`config.mk`:
```
export PLATFORM = sky130hd
export DESIGN_NAME = keccak_dom_rng
export DESIGN_NICKNAME = d
export VERILOG_FILES = /design/src/rtl/keccak_dom_pkg.sv /design/src/rtl/keccak_lfsr_step.sv /design/src/rtl/keccak_dom_rng.sv
export SDC_FILE = /design/constraint.sdc
export NUM_CORES = 1
export LEC_CHECK = 0
export BUFFER_PORTS_ARGS = -buffer_cell sky130_fd_sc_hd__buf_2
export CAP_MARGIN = 5
export CELL_PAD_IN_SITES_DETAIL_PLACEMENT = 1
export CELL_PAD_IN_SITES_GLOBAL_PLACEMENT = 1
export CORE_UTILIZATION = 40
export CTS_CLUSTER_SIZE = 28
export DETAILED_ROUTE_END_ITERATION = 8
export GPL_TIMING_DRIVEN = 0
export PLACE_DENSITY = 0.78
export SLEW_MARGIN = 20
export SYNTH_ARGS = -nofsm -noshare
export SYNTH_HDL_FRONTEND = slang
export SYNTH_SLANG_ARGS = --single-unit
```
`constraint.sdc`:
```
create_clock -name ClkxCI -period 3.2 [get_ports ClkxCI]
set_input_delay 0.16 -clock ClkxCI [delete_from_list [all_inputs] [get_ports ClkxCI]]
set_output_delay 0.16 -clock ClkxCI [all_outputs]
set_load 0.02 [all_outputs]
```
`src/rtl/keccak_dom_pkg.sv`:
```
`default_nettype none
// ============================================================================
// Module      : keccak_dom_pkg
// Description : Shared LFSR geometry, Z-width function and FSM encoding for
//               the masked chi fresh-randomness producer.
// Revision    : 1.0
// ============================================================================
package keccak_dom_pkg;

    localparam int unsigned C_LFSR_W = 63;
    localparam int unsigned C_TAP_HI = 62;
    localparam int unsigned C_TAP_LO = 61;

    typedef enum logic [1:0] {
        ST_NOSEED = 2'd0,
        ST_WARMUP = 2'd1,
        ST_RUN    = 2'd2
    } rng_state_e;

    // One bit per pairwise share product, five lanes per chi row
    function automatic int unsigned z_width(input int unsigned shares);
        return ((shares * shares - shares) / 2) * 5;
    endfunction

endpackage
`default_nettype wire

```
`src/rtl/keccak_lfsr_step.sv`:
```
`default_nettype none
// ============================================================================
// Module      : keccak_lfsr_step
// Description : N unrolled Fibonacci LFSR steps; bit k is the feedback of step k.
// Revision    : 1.0
// ============================================================================
module keccak_lfsr_step
    import keccak_dom_pkg::*;
#(
    parameter int unsigned N = 15
) (
    input  logic [C_LFSR_W-1:0] i_state,
    output logic [C_LFSR_W-1:0] o_state,
    output logic [N-1:0]        o_bits
);

    logic [C_LFSR_W-1:0] w_state;
    logic                w_fb;

    always_comb begin
        w_state = i_state;
        w_fb    = 1'b0;
        o_bits  = '0;
        for (int k = 0; k < int'(N); k++) begin
            w_fb      = w_state[C_TAP_HI] ^ w_state[C_TAP_LO];
            o_bits[k] = w_fb;
            w_state   = {w_state[C_LFSR_W-2:0], w_fb};
        end
        o_state = w_state;
    end

endmodule
`default_nettype wire

```
`src/rtl/keccak_dom_rng.sv`:
```
`default_nettype none
// ============================================================================
// Module      : keccak_dom_rng
// Description : Seeded LFSR producer of fresh Z randomness for a masked chi.
// Revision    : 1.0
// ============================================================================
module keccak_dom_rng
    import keccak_dom_pkg::*;
#(
    parameter  int unsigned SHARES        = 3,
    parameter  int unsigned WARMUP_CYCLES = 5,
    localparam int unsigned N             = z_width(SHARES)
) (
    input  logic                ClkxCI,
    input  logic                RstxRBI,
    input  logic [C_LFSR_W-1:0] SeedxDI,
    input  logic                SeedValidxSI,
    output logic                SeedReadyxSO,
    input  logic                EnxSI,
    output logic [N-1:0]        ZxDO,
    output logic                ZValidxSO
);

    localparam logic [7:0]          C_WARM_LAST = 8'(WARMUP_CYCLES);
    localparam logic [C_LFSR_W-1:0] C_SEED_ONE  = {{(C_LFSR_W-1){1'b0}}, 1'b1};

    rng_state_e          r_state_q, w_state_d;
    logic [C_LFSR_W-1:0] r_lfsr_q, w_lfsr_d, w_lfsr_adv;
    logic [N-1:0]        r_z_q, w_z_d, w_bits;
    logic [7:0]          r_cnt_q, w_cnt_d, w_cnt_inc;
    logic                w_seed_take;

    keccak_lfsr_step #(
        .N (N)
    ) u_step (
        .i_state (r_lfsr_q),
        .o_state (w_lfsr_adv),
        .o_bits  (w_bits)
    );

    assign SeedReadyxSO = (r_state_q != ST_WARMUP);
    assign ZValidxSO    = (r_state_q == ST_RUN);
    assign ZxDO         = r_z_q & {N{ZValidxSO}};
    assign w_seed_take  = SeedValidxSI & SeedReadyxSO;
    assign w_cnt_inc    = r_cnt_q + 8'd1;

    always_comb begin
        w_state_d = r_state_q;
        w_lfsr_d  = r_lfsr_q;
        w_z_d     = r_z_q;
        w_cnt_d   = r_cnt_q;
        case (r_state_q)
            ST_NOSEED: ;
            ST_WARMUP: begin
                w_lfsr_d = w_lfsr_adv;
                w_cnt_d  = w_cnt_inc;
                if (w_cnt_inc == C_WARM_LAST) begin
                    w_state_d = ST_RUN;
                    w_z_d     = w_bits;
                end
            end
            ST_RUN: begin
                if (EnxSI) begin
                    w_lfsr_d = w_lfsr_adv;
                    w_z_d    = w_bits;
                end
            end
            default: w_state_d = ST_NOSEED;
        endcase
        // A new seed overrides any advance requested in the same cycle
        if (w_seed_take) begin
            w_lfsr_d  = (SeedxDI == '0) ? C_SEED_ONE : SeedxDI;
            w_cnt_d   = 8'd0;
            w_state_d = ST_WARMUP;
        end
    end

    always_ff @(posedge ClkxCI or negedge RstxRBI) begin
        if (!RstxRBI) begin
            r_state_q <= ST_NOSEED;
            r_lfsr_q  <= '0;
            r_z_q     <= '0;
            r_cnt_q   <= 8'd0;
        end else begin
            r_state_q <= w_state_d;
            r_lfsr_q  <= w_lfsr_d;
            r_z_q     <= w_z_d;
            r_cnt_q   <= w_cnt_d;
        end
    end

endmodule
`default_nettype wire

```
==> results.toml, run 1 <==
[yosys]
synth_top_cell_area_share_pct = 49.6
syn_nets = 498
ys.flop_type = "dfrtp_1"
async_reset_ff_share_pct = 100
muxShareOfSynthArea_pct = 18.6
synth_compound_area_share_pct = 11.0
yosysWarningCount = 0
seq_area_frac_synth_pct = 49.6
synth_adder_area_share_pct = 0.564
netlist_area_um2 = 4440
yosys.area_share.simple_pct = 13.8
yosys_register_bits = 88
synth_xor_area_share_pct = 3.55
synth_area_leader_cell = "dfrtp_1"
synth_top_family_by_area = "multiplexers"
syn_avg_cell_area_um2 = 10.3
ys_types = 37
synthTopCellsByArea = "dfrtp_1 (50%), mux2i_1 (14%), a21oi_1 (7.2%)"
synth_edf_count = 0
netlist_instances = 429

[drt]
wl_met1_um = 5810
wl_met3_um = 513
antenna_left = 0
highest_layer = "met4"
totalWireLength_um = 13000
post_drt_wl_per_cell_um = 19.4
wl_met2_um = 6290
vias = 3628
via_per_inst = 5.41
drc = 0
firstDrtPassIters = 4
drt_iter0_markers = 231

[final_layout]
num-nets-final = 594
n_antenna_cell = 0
final_layout_size_suffix_gt1_share_pct = 24.0
layout_common_cells = "buf_2 (88), dfrtp_1 (88), nor2_1 (70)"
area_growth_pct = 19.4

[place]
numPortBuffers = 83
place_congestion = 0.840
dp_slack_ps = 584
hpwl_um = 10100

[worst_setup_path]
crit_path_frequent_cell = "clkbuf_1"
crit_path_end = "r_lfsr_q[5]"
path_class = "flop to flop"
r2r_slack_ps = 530
cp-end-kind = "flop"
arrival_ps = 2880
rr_startpoint = "r_state_q[1]"
start_kind = "flop"
cpMaxStageDelayCell = "buf_1"
critPathMaxFanout = 10
path_cells = "nor2b_1 -> clkbuf_1 -> nor2_1 -> nand2_1 -> clkbuf_1 -> buf_1 -> a21oi_1"
reg2reg_to = "r_lfsr_q[5]"
r2r_cells = 7
max_stage_delay_ps = 470
critPathRequiredTime_ps = 3420
startpoint = "r_state_q[1]"

[sta]
rsz0062_at_grt = "false"
finalCriticalPeriod_ps = 2670
max_freq_mhz = 375
setup_slack_ps = 533
final-hold-violation-count = 0
clock_skew_ps = 11.0
setup_viol = 0
slew_violations = 0
finalSetupTns_ps = 0
fin_crit_sh_pct = 83.4
maxSlewHeadroom_pct = 58.1
tightestPinTransition_ps = 626

[power]
finalPower_w = 0.00534
p_seq_share_pct = 40.1
p_comb_share_pct = 43.2
switchingPower_w = 0.00216
ir_drop_v = 0.000366
p_leak_nw = 2.74
intPower_w = 0.00318
clkPwrFrac_pct = 16.7
power_density_nw_per_um2 = 1010
switching_share_pct = 40.4

[die]
core.rowCount = 38
io_pins = 84
die_w_um = 107
core_area_um2 = 10800
start_util_pct = 41.0
die_y_um = 107
dieArea_um2 = 11500

[status]
status = "finished clean"

[cts]
cts.path.max_buffers = 2
clk_pin_slew_ps = 90
cts_sinks = 88
cts_tree = "yes"
root_buffer = "clkbuf_8"
cts_max_level = 3
cts-buffers-inserted = 9
clk_latency_ps = 370
postCtsSetupRepairBufs = 0

[global_routing]
grt_antenna_before_repair = 0
grt_use_total_pct = 24.3
grt_pass1_wl_um = 20700
grt-ovfl-total = 0
grt_pass1_vias = 3735
grt_max_degree = 60

[run]
maxCapViolCount = 0

[worst_hold_path]
hp-class = "input port to flop"
[power groups by stage]
stage	clock, W	combinational, W	sequential, W
2_1_floorplan	0	0.00168	0.00198
3_3_place_gp	0	0.00219	0.00212
3_5_place_dp	0	0.00230	0.00215
4_1_cts	0.000902	0.00232	0.00213
5_1_grt	0.000946	0.00253	0.00220
6_report	0.000892	0.00231	0.00214
[worst min path at each step]
stage | depth (start not counted) | slack [ps] | to | startpoint
after CTS | 2 | 30 | r_cnt_q[1] | SeedValidxSI
final | 2 | 40 | r_cnt_q[1] | SeedValidxSI
after detailed placement | 1 | 140 | r_lfsr_q[42] | RstxRBI
after global routing | 2 | 40 | r_cnt_q[1] | SeedValidxSI
after global placement | 2 | 410 | r_cnt_q[1] | SeedValidxSI
after floorplan | 0 | -140 | r_cnt_q[0] | RstxRBI
[repair_timing]
action	4_1_cts	5_1_grt
hold buffers	1	0
hold endpoints to repair	29	0
resized for setup	0	0
[worst max-delay path, delay by kind of cell, from the launching register on]
| kind | cells | cell delay (ps) |
|---|---|---|
| AND/OR/NAND/NOR | 3 | 730 |
| buffers and inverters | 3 | 1250 |
| flip-flops | 1 | 380 |
| AO/OA/AOI/OAI | 1 | 160 |
[synth_stat cells, drive strengths merged (6+ instances only)]
library cell / instances
mux2i: 62
buf: 11
nand4: 6
nand2: 8
dfrtp: 88
mux2: 15
nor2: 70
a21oi: 65
clkbuf: 15
o21ai: 10
xor2: 16
and2: 16
nor4: 16
[metrics by stage]
step / cells / area [um2] / util (%) / hold slack [ps]
final: 670 / 5300 / 48.9 / 43.4
after global routing: 670 / 5300 / 48.9 / 38.6
after CTS: 670 / 5300 / 48.9 / 31.8
after detailed placement: 653 / 5060 / 46.7 / 135
after global placement: 652 / 5030 / 46.4 / 409
after floorplan: 429 / 4440 / - / -136
[sequential cells by signal (all words and copies together) (netlist names)]
| register | count |
|---|---|
| r_z_q | 15 |
| r_state_q | 2 |
| r_cnt_q | 8 |
| r_lfsr_q | 63 |
[cells by family after synthesis]
| logic type | count (synthesis) |
|---|---|
| compound gates | 86 |
| buf+inv | 30 |
| fa+ha+maj | 2 |
| simple gates | 128 |
| xor+xnor | 18 |
| flops | 88 |
| mux | 77 |
[area by class of cell]
| cell class | count | area (um2) |
|---|---|---|
| Timing Repair Buffer | 85 | 455 |
| Sequential cell | 88 | 2200 |
| Buffer | 26 | 113 |
| Fill cell | 1266 | 5540 |
| Multi-Input combinational cell | 311 | 2110 |
| Tap cell | 140 | 175 |
| Inverter | 4 | 15.0 |
| Clock buffer | 11 | 151 |
| Clock inverter | 5 | 78.8 |
[routing by layer]
layer / GRT usage [%] / vias to the layer above
met1: 32.7 / 1813
met2: 39.4 / 94
met3: 2.78 / 23
met4: 11.2 / 0
met5: 0 / -
li1: - / 1698
(Power assumes the default switching activity.)
==> inputs of run 2 (changes only) <==
--- a/config.mk
+++ b/config.mk
@@ -5,15 +5,16 @@
 export SDC_FILE = /design/constraint.sdc
 export NUM_CORES = 1
 export LEC_CHECK = 0
+export ABC_AREA = 1
 export BUFFER_PORTS_ARGS = -buffer_cell sky130_fd_sc_hd__buf_2
 export CAP_MARGIN = 5
 export CELL_PAD_IN_SITES_DETAIL_PLACEMENT = 1
 export CELL_PAD_IN_SITES_GLOBAL_PLACEMENT = 1
-export CORE_UTILIZATION = 40
+export CORE_UTILIZATION = 37
 export CTS_CLUSTER_SIZE = 28
 export DETAILED_ROUTE_END_ITERATION = 8
 export GPL_TIMING_DRIVEN = 0
-export PLACE_DENSITY = 0.78
+export PLACE_DENSITY = 0.79
 export SLEW_MARGIN = 20
 export SYNTH_ARGS = -nofsm -noshare
 export SYNTH_HDL_FRONTEND = slang
==> constraint.sdc (replaced) <==
create_clock -name ClkxCI -period 2.4 [get_ports ClkxCI]
set_input_delay 0.12 -clock ClkxCI [delete_from_list [all_inputs] [get_ports ClkxCI]]
set_output_delay 0.12 -clock ClkxCI [all_outputs]
set_load 0.02 [all_outputs]
==> run 2 against run 1 <==
Net effect:
- design area up 4.9%
- sequential power increased by 35%
- synthesized cell count grew 39%
- largest cell class unchanged
- maximum frequency up 45%
- critical endpoint is now r_z_q[12]
==> results.toml, run 2 <==
[yosys]
yosysWarningCount = 0
yosys-top-cells-count = "nand2_1 (133), nor2_1 (119), a21oi_1 (97), dfrtp_1 (88), inv_1 (30)"
synth_edf_count = 0
yosysMostFrequentCell = "nand2_1"
yosys_register_bits = 88
ys.flop_type = "dfrtp_1"
syn_avg_cell_area_um2 = 7.73
syn_nets = 667
synthTopCellsByArea = "dfrtp_1 (48%), nand2_1 (11%), a21oi_1 (10%)"
async_reset_ff_share_pct = 100
netlist_area_um2 = 4620
netlist_instances = 598
ys_types = 29
synth_top_cell_area_share_pct = 47.6
synth_area_leader_cell = "dfrtp_1"
seq_area_frac_synth_pct = 47.6

[die]
core.rowCount = 40
die_w_um = 114
die_y_um = 114
io_pins = 84
start_util_pct = 38.2
dieArea_um2 = 12900
core_area_um2 = 12100

[global_routing]
grt_use_total_pct = 23.2
grt_pass1_vias = 4428
grt_antenna_before_repair = 0
grt_max_degree = 50
grt-ovfl-total = 0
grt_pass1_wl_um = 22600

[cts]
cts_tree = "yes"
cts.path.max_buffers = 2
clk_pin_slew_ps = 60
postCtsSetupRepairBufs = 0
cts_resized = 0
root_buffer = "clkbuf_16"
cts-buffers-inserted = 9
cts_max_level = 3
cts_sinks = 88
clk_latency_ps = 340

[final_layout]
n_fill_cell = 1567
layout_common_cells = "nand2_1 (133), nor2_1 (119), buf_2 (98)"
regMostFlops = "r_lfsr_q"
seq_area_um2 = 2200
stdcell_area_um2 = 5560
n_antenna_cell = 0
largest_register_ffs = 63
num-nets-final = 763
reg_top3 = "r_lfsr_q x63, r_z_q x15, r_cnt_q x8"
layout_commonest_cell = "nand2_1"
multiInputGateArea_um2 = 2130
area_growth_pct = 20.2
final_layout_size_suffix_gt1_share_pct = 21.3

[worst_setup_path]
cp.depth = 11
max_stage_delay_ps = 420
critPathRequiredTime_ps = 2630
cpMaxStageDelayCell = "dfrtp_1"
arrival_ps = 2070
reg2reg_to = "r_z_q[12]"
cp-end-kind = "flop"
critPathTopFamily = "simple AND/OR/NAND/NOR gates"
critPathMaxFanout = 10
path_class = "flop to flop"
r2r_cells = 11
crit_buf_inv = 2
startpoint = "r_cnt_q[0]"
crit_path_end = "r_z_q[12]"
start_kind = "flop"
path_cells = "ha_1 -> nand3_2 -> nor2_1 -> nand2_1 -> nand2_1 -> inv_1 -> nor2_4 -> nand2_4 -> buf_6 -> nand3_2 -> nand2_1"
crit_path_frequent_cell = "nand2_1"
r2r_slack_ps = 560
rr_startpoint = "r_cnt_q[0]"

[drt]
via_per_inst = 5.00
drt_iter0_markers = 230
totalWireLength_um = 13900
vias = 4326
antenna_left = 0
drc = 0
post_drt_wl_per_cell_um = 16.0
firstDrtPassIters = 4

[sta]
maxSlewHeadroom_pct = 63.6
max_freq_mhz = 543
final-hold-violation-count = 0
tightestPinTransition_ps = 546
finalSetupTns_ps = 0
fin_crit_sh_pct = 76.7
slew_violations = 0
clock_skew_ps = 4.91
whs_ps = 32.6
setup_viol = 0
rsz0062_at_grt = "false"
setup_slack_ps = 559
finalCriticalPeriod_ps = 1840

[power]
power_density_nw_per_um2 = 1340
clkPwrFrac_pct = 17.6
p_seq_share_pct = 38.6
switching_share_pct = 43.7
p_comb_share_pct = 43.9
p_leak_nw = 2.61
ir_drop_v = 0.000484
intPower_w = 0.00420
switchingPower_w = 0.00326
finalPower_w = 0.00746

[place]
place_congestion = 0.829
dpl-instance-area_um2 = 5280
numPortBuffers = 83
hpwl_um = 10800
dp_slack_ps = 586

[run]
maxCapViolCount = 0

[worst_hold_path]
hp-class = "input port to flop"

[status]
status = "finished clean"
[run 2: worst min-delay path by stage]
stage / from / to / slack, ps / depth (start not counted)
floorplan: RstxRBI / r_cnt_q[0] / -180 / 0
global placement: SeedxDI[28] / r_lfsr_q[28] / 380 / 3
detailed placement: RstxRBI / r_cnt_q[4] / 140 / 1
CTS: SeedxDI[40] / r_lfsr_q[40] / 30 / 3
global route: SeedxDI[46] / r_lfsr_q[46] / 40 / 3
finish: SeedxDI[43] / r_lfsr_q[43] / 30 / 3
[run 2: final cells by class]
| type | instances | share of cell area, % |
|---|---|---|
| buffer | 28 | 2.66 |
| multi-input combinational | 444 | 38.3 |
| timing repair buffer | 85 | 8.19 |
| clock buffer | 15 | 4.82 |
| tap | 168 | 3.78 |
| inverter | 38 | 2.61 |
| sequential | 88 | 39.6 |
[run 2: power by group through the flow]
stage,registers (W),logic (W),clock network (W)
floorplan,0.00268,0.00232,0
global placement,0.00285,0.00310,0
detailed placement,0.00288,0.00327,0
CTS,0.00286,0.00330,0.00133
global route,0.00295,0.00369,0.00139
finish,0.00288,0.00327,0.00131
[run 2: kinds of logic after synthesis]
| logic type | count (synthesis) | synth area share [%] |
|---|---|---|
| simple gates | 289 | 27.2 |
| fa+ha+maj | 2 | 0.541 |
| flops | 88 | 47.6 |
| xor+xnor | 15 | 2.84 |
| buf+inv | 66 | 6.33 |
| compound gates | 138 | 15.4 |
[run 2: routing by layer]
layer	wire length (um)	GRT usage (%)	up-vias
met3	426	3.61	19
met1	6150	29.3	2098
met4	246	7.01	0
li1	-	-	2112
met2	7050	40.9	97
met5	0	0	-
[run 2: through the flow]
stage / utilization, % / cells
2_1_floorplan: - / 598
3_3_place_gp: 43.3 / 849
4_1_cts: 45.9 / 866
3_5_place_dp: 43.6 / 850
5_1_grt: 45.9 / 866
6_report: 45.9 / 866
[run 2: repair_timing]
item / 4_1_cts / 5_1_grt
setup endpoints to repair: 0 / 0
endpoints found under the hold margin: 39 / 0
hold buffers: 1 / 0
[run 2: worst reg2reg max path, cell delays in order, from the launching register on]
cell and delay [ps]:
dfrtp_1 420, ha_1 270, nand3_2 120, nor2_1 120, nand2_1 70, nand2_1 130, inv_1 90, nor2_4 130
nand2_4 80, buf_6 160, nand3_2 70, nand2_1 60
==> inputs of run 3 (changes only) <==
==> constraint.sdc (replaced) <==
create_clock -name ClkxCI -period 1.5 [get_ports ClkxCI]
set_input_delay 0.075 -clock ClkxCI [delete_from_list [all_inputs] [get_ports ClkxCI]]
set_output_delay 0.075 -clock ClkxCI [all_outputs]
set_load 0.02 [all_outputs]
==> run 3 against run 2 <==
Net effect:
- the run now ends with hold timing, setup timing left
- highest routed layer unchanged
- register-to-register slack got worse by 870 ps
- largest power group unchanged
- final cell count is 8.2% higher
- routed wire length increased by 49%
- utilization up 17 points
- clock power rose by 93%
- worst setup slack worse by 870 ps
- critical path depth decreased by 1
- largest cell class is now multi-input combinational cells
==> results.toml, run 3 (synthesized netlist as in run 2, its figures left out) <==
[place]
dpl-instance-area_um2 = 5290
place_congestion = 0.842
numPortBuffers = 83
hpwl_um = 11000
dpl.cell_count = 850

[cts]
cts-buffers-inserted = 9
clk_pin_slew_ps = 70
clk_latency_ps = 360
cts_sinks = 88
cts_tree = "yes"
root_buffer = "clkbuf_16"
cts_max_level = 3
cts.path.max_buffers = 2

[final_layout]
num-nets-final = 833
n_antenna_cell = 0
largest_register_ffs = 63
seq_area_um2 = 2210
reg_top3 = "r_lfsr_q x63, r_z_q x15, r_cnt_q x8"
post-route-util_pct = 62.5
final_layout_size_suffix_gt1_share_pct = 47.7
stdcell_area_um2 = 7570
regMostFlops = "r_lfsr_q"
multiInputGateArea_um2 = 2940
layout_common_cells = "nand2_1 (116), dfrtp_1 (85), nor2_1 (75)"
instances_no_fill = 937
area_growth_pct = 63.7
n_fill_cell = 1368
layout_commonest_cell = "nand2_1"

[worst_hold_path]
whs_path_depth = 3
hp-class = "input port to flop"

[worst_setup_path]
path_class = "flop to flop"
arrival_ps = 2100
r2r_cells = 10
start_kind = "flop"
critPathRequiredTime_ps = 1790
critPathMaxFanout = 5
cp-end-kind = "flop"

[power]
ir_drop_v = 0.00149
power_density_nw_per_um2 = 2260
p_leak_nw = 3.25

[global_routing]
grt_antenna_before_repair = 0
grt_use_total_pct = 26.7
grt_pass1_wl_um = 25900
grt-ovfl-total = 0
grt_max_degree = 51
grt_pass1_vias = 5058

[status]
status = "finished with violations"
violations = "hold timing, setup timing"

[die]
start_util_pct = 38.2
die_y_um = 114
die_w_um = 114
io_pins = 84
core.rowCount = 40
core_area_um2 = 12100
dieArea_um2 = 12900

[sta]
finalCriticalPeriod_ps = 1810
rsz0062_at_grt = "true"
whs_ps = -10.5
fin_crit_sh_pct = 120
max_freq_mhz = 553
slew_violations = 0
maxSlewHeadroom_pct = 61.6
tightestPinTransition_ps = 576
setup_slack_ps = -307
clock_skew_ps = 11.8
setup_viol = 82
finalSetupTns_ps = -13740
final-hold-violation-count = 6

[drt]
antenna_left = 0
via_per_inst = 5.38
post_drt_wl_per_cell_um = 22.0
drt_iter0_markers = 272
firstDrtPassIters = 4
vias = 5042
drc = 0
totalWireLength_um = 20600

[run]
maxCapViolCount = 0
==> run 3: where the power goes <==
part           total [W]  leakage (nW)  switching [W]  internal, W
Sequential       0.00519          1.05        0.00156      0.00363
Combinational    0.00943          2.05        0.00531      0.00411
Clock            0.00253         0.152        0.00107      0.00146
==> run 3: through the flow <==
stage	power (W)	hold WS, ps	worst slack, ps
final	0.0171	-10.5	-307
after global routing	0.0178	-20.8	-347
after CTS	0.0136	0.489	-167
after detailed placement	0.00988	87.5	-323
after global placement	0.00954	338	-436
after floorplan	0.00802	-221	1.65
==> run 3: worst paths after layout <==
path	end	from	slack (ps)
min in group asynchronous	r_z_q[1]	RstxRBI	240
worst min register to register	r_z_q[4]	r_z_q[4]	520
worst min-delay path	r_lfsr_q[29]	SeedxDI[29]	-10
worst max register to register	r_z_q[6]	r_cnt_q[0]	-310
worst max-delay path	r_z_q[6]	r_cnt_q[0]	-310
max in group asynchronous	r_lfsr_q[42]	RstxRBI	580
==> run 3: layer usage <==
layer | GRT usage (%) | routed length (um) | vias up
li1 | - | - | 2268
met1 | 30.6 | 7690 | 2517
met5 | 0 | 0 | -
met2 | 49.3 | 11300 | 188
met4 | 11.1 | 909 | 0
met3 | 4.14 | 767 | 69
==> run 3: layout make-up <==
| type | count | area share, % |
|---|---|---|
| Sequential cell | 88 | 29.1 |
| Buffer | 27 | 4.54 |
| Clock buffer | 9 | 2.97 |
| Timing Repair Buffer | 153 | 18.0 |
| Inverter | 38 | 2.25 |
| Multi-Input combinational cell | 445 | 38.8 |
| Clock inverter | 7 | 1.24 |
| Tap cell | 168 | 2.78 |
| Timing Repair inverter | 2 | 0.264 |
==> run 3: timing repair <==
action                                  CTS  global route
endpoints found under the setup margin   89            94
gates cloned                              5            10
hold buffers                             25             2
endpoints found under the hold margin    62             2
pin swaps                                12            44
gates resized for setup                 100           239
setup buffers                            21             9
==> run 3: worst max-delay path: stages, from the launching register on <==
cell and delay [ps]:
dfrtp_2 430, ha_4 200, inv_2 50, nand2_2 60, nand2_2 80, nor3_4 240
nand3_4 130, o21bai_4 240, buf_6 160, nand2_1 80, nand2_1 90
